==> config.mk <==
export PLATFORM = sky130hd
export DESIGN_NAME = axi_zero_pad_var
export DESIGN_NICKNAME = d
export VERILOG_FILES = /design/src/rtl/zero_pad_pkg.sv /design/src/rtl/zero_pad_cfg.sv /design/src/rtl/axi_zero_pad_var.sv
export SDC_FILE = /design/constraint.sdc
export NUM_CORES = 1
export LEC_CHECK = 0
export BUFFER_PORTS_ARGS = -buffer_cell sky130_fd_sc_hd__buf_2
export CORE_UTILIZATION = 40
export DETAILED_ROUTE_END_ITERATION = 10
export PLACE_DENSITY = 0.8
export SYNTH_ARGS = -nofsm -noshare
export SYNTH_HDL_FRONTEND = slang
export SYNTH_SLANG_ARGS = --single-unit
==> constraint.sdc <==
create_clock -name clk -period 4.91 [get_ports clk]
set_input_delay 0.7365 -clock clk [delete_from_list [all_inputs] [get_ports clk]]
set_output_delay 0.7365 -clock clk [all_outputs]
set_load 0.02 [all_outputs]
==> src/rtl/zero_pad_pkg.sv <==
// Shared definitions for the runtime-programmable zero-pad/truncate engine.
//  - state_e        : FSM encoding (pass-through, fill-word padding, drop tail)
//  - SrOutLenDefault: default settings address of the output length L
//  - SrModeDefault  : default settings address of the mode word
//  - ModePadBit / ModeTruncBit: bit positions inside the mode word
//  - ModeDefault    : mode after reset (pad enabled, truncate disabled)
package zero_pad_pkg;

    typedef enum logic [1:0] {
        StPass = 2'd0,
        StPad  = 2'd1,
        StDrop = 2'd2
    } state_e;

    localparam logic [7:0]  SrOutLenDefault = 8'd129;
    localparam logic [7:0]  SrModeDefault   = 8'd130;
    localparam int unsigned ModePadBit      = 0;
    localparam int unsigned ModeTruncBit    = 1;
    localparam logic [1:0]  ModeDefault     = 2'b01;

endpackage

==> src/rtl/zero_pad_cfg.sv <==
// Shadow and active copies of the output length L and the mode word.
// Settings-bus writes land in the shadow registers at any time; the active
// copy only follows the shadow when the datapath requests it (load_i), which
// the top asserts at idle packet boundaries so a packet never sees a change.
// Ports:
//  clk_i      : clock
//  reset_i    : synchronous active-high reset (restores DEFAULT_LEN / ModeDefault)
//  set_stb_i  : settings strobe
//  set_addr_i : settings address
//  set_data_i : settings data
//  load_i     : copy shadow into active this cycle
//  len_o      : active length L
//  mode_o     : active mode word
module zero_pad_cfg
    import zero_pad_pkg::*;
#(
    parameter int unsigned      LEN_W       = 16,
    parameter logic [7:0]       SR_OUT_LEN  = SrOutLenDefault,
    parameter logic [7:0]       SR_MODE     = SrModeDefault,
    parameter logic [LEN_W-1:0] DEFAULT_LEN = 32
) (
    input  logic             clk_i,
    input  logic             reset_i,
    input  logic             set_stb_i,
    input  logic [7:0]       set_addr_i,
    input  logic [31:0]      set_data_i,
    input  logic             load_i,
    output logic [LEN_W-1:0] len_o,
    output logic [1:0]       mode_o
);

    logic [LEN_W-1:0] len_sh_q, len_q;
    logic [1:0]       mode_sh_q, mode_q;

    // Only the low bits of the settings word carry meaning here.
    logic unused_set_data;
    assign unused_set_data = ^set_data_i;

    always_ff @(posedge clk_i) begin
        if (reset_i) begin
            len_sh_q  <= DEFAULT_LEN;
            mode_sh_q <= ModeDefault;
            len_q     <= DEFAULT_LEN;
            mode_q    <= ModeDefault;
        end else begin
            if (set_stb_i && (set_addr_i == SR_OUT_LEN)) begin
                len_sh_q <= set_data_i[LEN_W-1:0];
            end
            if (set_stb_i && (set_addr_i == SR_MODE)) begin
                mode_sh_q <= set_data_i[1:0];
            end
            // Load samples the shadow as it was before any same-cycle write.
            if (load_i) begin
                len_q  <= len_sh_q;
                mode_q <= mode_sh_q;
            end
        end
    end

    assign len_o  = len_q;
    assign mode_o = mode_q;

endmodule

==> src/rtl/axi_zero_pad_var.sv <==
// Streaming zero-pad / truncate engine with runtime-programmable length L.
// Short packets are padded with FILL up to L items, long packets are optionally
// cut at L with the tail discarded, everything else passes through untouched.
// Configuration macro: ZERO_PAD_STATS_EN enables the pad/truncate packet
// counters; without it pad_pkts/trunc_pkts are constant zero.
// Ports:
//  clk, reset, clear            : clock, sync active-high reset, sync packet-state clear
//  set_stb, set_addr, set_data  : settings bus (L and mode)
//  i_tdata/i_tlast/i_tvalid/i_tready : input stream
//  o_tdata/o_tlast/o_tvalid/o_tready : output stream
//  pad_pkts, trunc_pkts         : packet statistics
module axi_zero_pad_var
    import zero_pad_pkg::*;
#(
    parameter int unsigned      WIDTH       = 32,
    parameter int unsigned      LEN_W       = 16,
    parameter logic [7:0]       SR_OUT_LEN  = SrOutLenDefault,
    parameter logic [7:0]       SR_MODE     = SrModeDefault,
    parameter int unsigned      DEFAULT_LEN = 32,
    parameter logic [WIDTH-1:0] FILL        = '0
) (
    input  logic             clk,
    input  logic             reset,
    input  logic             clear,
    input  logic             set_stb,
    input  logic [7:0]       set_addr,
    input  logic [31:0]      set_data,
    input  logic [WIDTH-1:0] i_tdata,
    input  logic             i_tlast,
    input  logic             i_tvalid,
    output logic             i_tready,
    output logic [WIDTH-1:0] o_tdata,
    output logic             o_tlast,
    output logic             o_tvalid,
    input  logic             o_tready,
    output logic [31:0]      pad_pkts,
    output logic [31:0]      trunc_pkts
);

    state_e           state_q, state_d;
    logic [LEN_W-1:0] cnt_q, cnt_d;
    logic [LEN_W-1:0] len_act;
    logic [1:0]       mode_act;
    logic             pass_beat;
    logic             cfg_load;

    // Compare in LEN_W+1 bits so cnt+1 never overflows against L.
    logic [LEN_W:0]   cnt_p1;
    logic [LEN_W:0]   len_x;
    logic [LEN_W-1:0] cnt_sat;
    logic             pad_hit;
    logic             trunc_hit;
    logic             pad_last;

    assign cnt_p1  = {1'b0, cnt_q} + {{LEN_W{1'b0}}, 1'b1};
    assign len_x   = {1'b0, len_act};
    assign cnt_sat = (&cnt_q) ? cnt_q : cnt_q + LEN_W'(1);

    // L=0 makes both conditions unreachable, giving plain pass-through.
    assign pad_hit   = i_tlast && (cnt_p1 < len_x) && mode_act[ModePadBit];
    assign trunc_hit = !i_tlast && (cnt_p1 == len_x) && mode_act[ModeTruncBit];
    assign pad_last  = (cnt_p1 == len_x);

    assign pass_beat = (state_q == StPass) && i_tvalid && o_tready;
    assign cfg_load  = (state_q == StPass) && (cnt_q == '0) && !pass_beat;

    zero_pad_cfg #(
        .LEN_W       (LEN_W),
        .SR_OUT_LEN  (SR_OUT_LEN),
        .SR_MODE     (SR_MODE),
        .DEFAULT_LEN (LEN_W'(DEFAULT_LEN))
    ) u_cfg (
        .clk_i      (clk),
        .reset_i    (reset),
        .set_stb_i  (set_stb),
        .set_addr_i (set_addr),
        .set_data_i (set_data),
        .load_i     (cfg_load),
        .len_o      (len_act),
        .mode_o     (mode_act)
    );

    always_comb begin
        state_d  = state_q;
        cnt_d    = cnt_q;
        o_tdata  = i_tdata;
        o_tvalid = 1'b0;
        o_tlast  = 1'b0;
        i_tready = 1'b0;

        case (state_q)
            StPass: begin
                o_tvalid = i_tvalid;
                i_tready = o_tready;
                o_tlast  = pad_hit ? 1'b0 : (trunc_hit ? 1'b1 : i_tlast);
                if (pass_beat) begin
                    if (pad_hit) begin
                        cnt_d   = cnt_sat;
                        state_d = StPad;
                    end else if (trunc_hit) begin
                        cnt_d   = '0;
                        state_d = StDrop;
                    end else if (i_tlast) begin
                        cnt_d   = '0;
                    end else begin
                        cnt_d   = cnt_sat;
                    end
                end
            end
            StPad: begin
                o_tdata  = FILL;
                o_tvalid = 1'b1;
                o_tlast  = pad_last;
                if (o_tready) begin
                    if (pad_last) begin
                        cnt_d   = '0;
                        state_d = StPass;
                    end else begin
                        cnt_d   = cnt_sat;
                    end
                end
            end
            StDrop: begin
                i_tready = 1'b1;
                if (i_tvalid && i_tlast) begin
                    state_d = StPass;
                end
            end
            default: begin
                state_d = StPass;
                cnt_d   = '0;
            end
        endcase

        // Hold both handshakes low for the whole reset pulse.
        if (reset) begin
            i_tready = 1'b0;
            o_tvalid = 1'b0;
        end
    end

    always_ff @(posedge clk) begin
        if (reset || clear) begin
            state_q <= StPass;
            cnt_q   <= '0;
        end else begin
            state_q <= state_d;
            cnt_q   <= cnt_d;
        end
    end

`ifdef ZERO_PAD_STATS_EN
    logic [31:0] pad_pkts_q, trunc_pkts_q;

    always_ff @(posedge clk) begin
        if (reset || clear) begin
            pad_pkts_q   <= '0;
            trunc_pkts_q <= '0;
        end else begin
            if ((state_q == StPass) && (state_d == StPad)) begin
                pad_pkts_q <= pad_pkts_q + 32'd1;
            end
            if ((state_q == StPass) && (state_d == StDrop)) begin
                trunc_pkts_q <= trunc_pkts_q + 32'd1;
            end
        end
    end

    assign pad_pkts   = pad_pkts_q;
    assign trunc_pkts = trunc_pkts_q;
`else
    assign pad_pkts   = 32'd0;
    assign trunc_pkts = 32'd0;
`endif

endmodule

==> results.ini <==
[run_status]
status=finished clean

[synthesis]
synth-edff-count=0
yosysSeqAreaShare=0.298
async_reset_ff_frac=0
ys_types=49
yosys_warnings=0
syn_inst=437
ys_ff_latch=54
synth.cell_area_um2=3630
synth_ff_type=dfxtp_1
syn_area_per_cell_um2=8.31

[sta]
tightestPinTransition_ps=1170
slew_viol_final=0
max_clock_freq_mhz=243
fin_skew_ps=3.88
period_share=0.837
hold_slack_ps=490
finalSetupViolations=0
finalHoldViolations=0
final.min_clock_period_ps=4110
rsz0062_at_grt=no
timing.setup.tns_ps=0
slew_headroom=0.218

[worst_hold_path]
worstHoldStart=u_cfg.len_sh_q[5]
hold_depth=1
hold_path.class=flop to flop

[placed_design]
dp.cells=622
hpwl_mm=5.91
numPortBuffers=97
gp_congestion=0.880

[worst_setup_path]
cp.arrival_ps=3370
reg2reg_depth=11
crit_path_end_kind=primary output
cp_max_fo=6
startpoint=cnt_q[0]
critPathLaunchType=flop
rr_startpoint=cnt_q[6]
crit_type=flop to primary output
critPathRequiredTime_ps=4170

[global_routing]
grt_pass1_vias=2692
grt_pass1_wl_mm=12.2
grt_use_total=0.154
antenna_found_initial=0
grt.overflow.total=0
grt_max_degree=41

[cells_and_area]
final_cells=630
area_growth_syn_to_layout_pct=10.2
final_nets=618
drive_above_1_share=0.245
antenna_cells=0

[routing]
routedWlPerCell_um=11.8
vias_per_cell=4.71
wl_mm=7.45
dr.pass1.iters=4
drt-initial-drc-count=151
ant_nets=0
vias=2966
drc=0

[clock_network]
clockRootBuffer=clkbuf_8
htree_levels=2
cts.repair.resized=0
cts_setup_buffers=0
cts_hold_buffers=0
path_clk_slew_ps=100
clock_latency_ps=310
cts_buffer_depth=2
cts.sinks=54
cts_inserted_buffers=5
cts_tree=yes

[power_and_ir_drop]
ir_drop_uv=211
p_leak_uw=0.00199
cellPowerDensity_nw_per_um2=222

[die]
dieWidth_um=97.3
die_area_um2=9460
die_y_um=97.3
rows=34
design.core.area_um2=8760
ios=178
start_util=0.414

[job]
maxCapViolations=0

==> report_power, final <==
group          switching (uW)  internal [uW]
Combinational             117           53.3
Clock                     155            120
Sequential               1.56            440
==> cell usage in the layout (no fill, tap or decap), drive strengths merged, types with 4 or more instances in the layout <==
cell | netlist | routed
nor3 | 7 | 7
clkbuf | 12 | 6
a211o | 4 | 4
xnor2 | 8 | 8
buf | 69 | 97
nor4 | 6 | 6
mux2i | 32 | 32
and2 | 33 | 33
nor2 | 51 | 51
nand4 | 9 | 9
inv | 22 | 24
conb | 1 | 64
nand2 | 21 | 21
nand3 | 13 | 13
xor2 | 6 | 6
dfxtp | 54 | 54
o21ai | 31 | 31
ha | 18 | 18
a21oi | 9 | 9
==> critical path, stage by stage, from the launching register on <==
cell and delay [ps]:
dfxtp_1 430, ha_1 280, nand4_4 170, nor4_1 560
xor2_1 170, ha_1 330, nand4_1 90, nor2_1 180
and4b_4 320, nand3b_1 80, a22o_1 170, o21ai_0 60
buf_2 200
==> cell usage after synthesis (2+ instances only) <==
cell / count / area [um^2]
buf_6: 2 / 22.5
xnor2_1: 8 / 70.1
o21ai_0: 22 / 110
nor3_1: 7 / 35.0
mux2i_1: 32 / 320
nor2b_1: 2 / 12.5
and2_1: 33 / 206
inv_1: 22 / 82.6
clkbuf_1: 10 / 37.5
a21oi_1: 7 / 35.0
a31oi_1: 2 / 12.5
or3b_2: 3 / 26.3
and3_1: 2 / 12.5
nand2_1: 21 / 78.8
buf_4: 64 / 480
a211o_1: 4 / 35.0
nor2_1: 51 / 191
or2_2: 3 / 18.8
nor4_1: 5 / 31.3
dfxtp_1: 54 / 1080
buf_2: 3 / 15.0
ha_1: 18 / 225
nand3b_1: 2 / 15.0
a211oi_1: 3 / 22.5
xor2_1: 6 / 52.6
o21ai_2: 9 / 78.8
nand3_1: 13 / 65.1
nand4_1: 8 / 50.1
==> registers in the layout, indices dropped and copies added, names as in the netlist <==
name / flops
u_cfg.len_sh_q: 16
u_cfg.len_o: 16
cnt_q: 16
u_cfg.mode_o: 2
state_q: 2
u_cfg.mode_sh_q: 2
==> layer usage <==
metal,part of all wire,vias up,GRT usage
met5,0,-,0
met4,0.0031,0,0.0407
met3,0.040,4,0.0259
met2,0.52,91,0.280
met1,0.44,1368,0.185
li1,-,1503,-
==> logic make-up after synthesis <==
group           synth area share
xor+xnor                  0.0338
other cells              0.00103
compound gates             0.105
simple gates               0.226
flops                      0.298
fa+ha+maj                 0.0620
mux                       0.0882
buf+inv                    0.186
==> final timing paths <==
| kind | slack, ps | end |
|---|---|---|
| setup / recovery | 800 | o_tlast |
| hold / removal | 490 | u_cfg.len_o[5] |
| setup reg to reg | 1230 | cnt_q[14] |
| hold reg to reg | 490 | u_cfg.len_o[5] |
==> layout make-up <==
| type | count | area, um^2 |
|---|---|---|
| fillers | 850 | 4760 |
| multi-input cells | 341 | 2110 |
| flip-flops and latches | 54 | 1080 |
| repair buffers | 97 | 485 |
| well taps | 108 | 135 |
| clock buffers | 6 | 82.6 |
| inverters | 22 | 82.6 |
| clock inverters | 2 | 20.0 |
==> stage by stage <==
stage | area [um^2] | worst slack, ps | power, uW | util
final | 4000 | 800 | 886 | 0.456
after floorplan | 3870 | 1510 | 611 | -
after global placement | 3900 | 1190 | 618 | 0.445
after global routing | 4000 | 542 | 923 | 0.456
after detailed placement | 3900 | 1140 | 621 | 0.445
after CTS | 4000 | 773 | 891 | 0.456
Power figures use the tool's default switching activity.
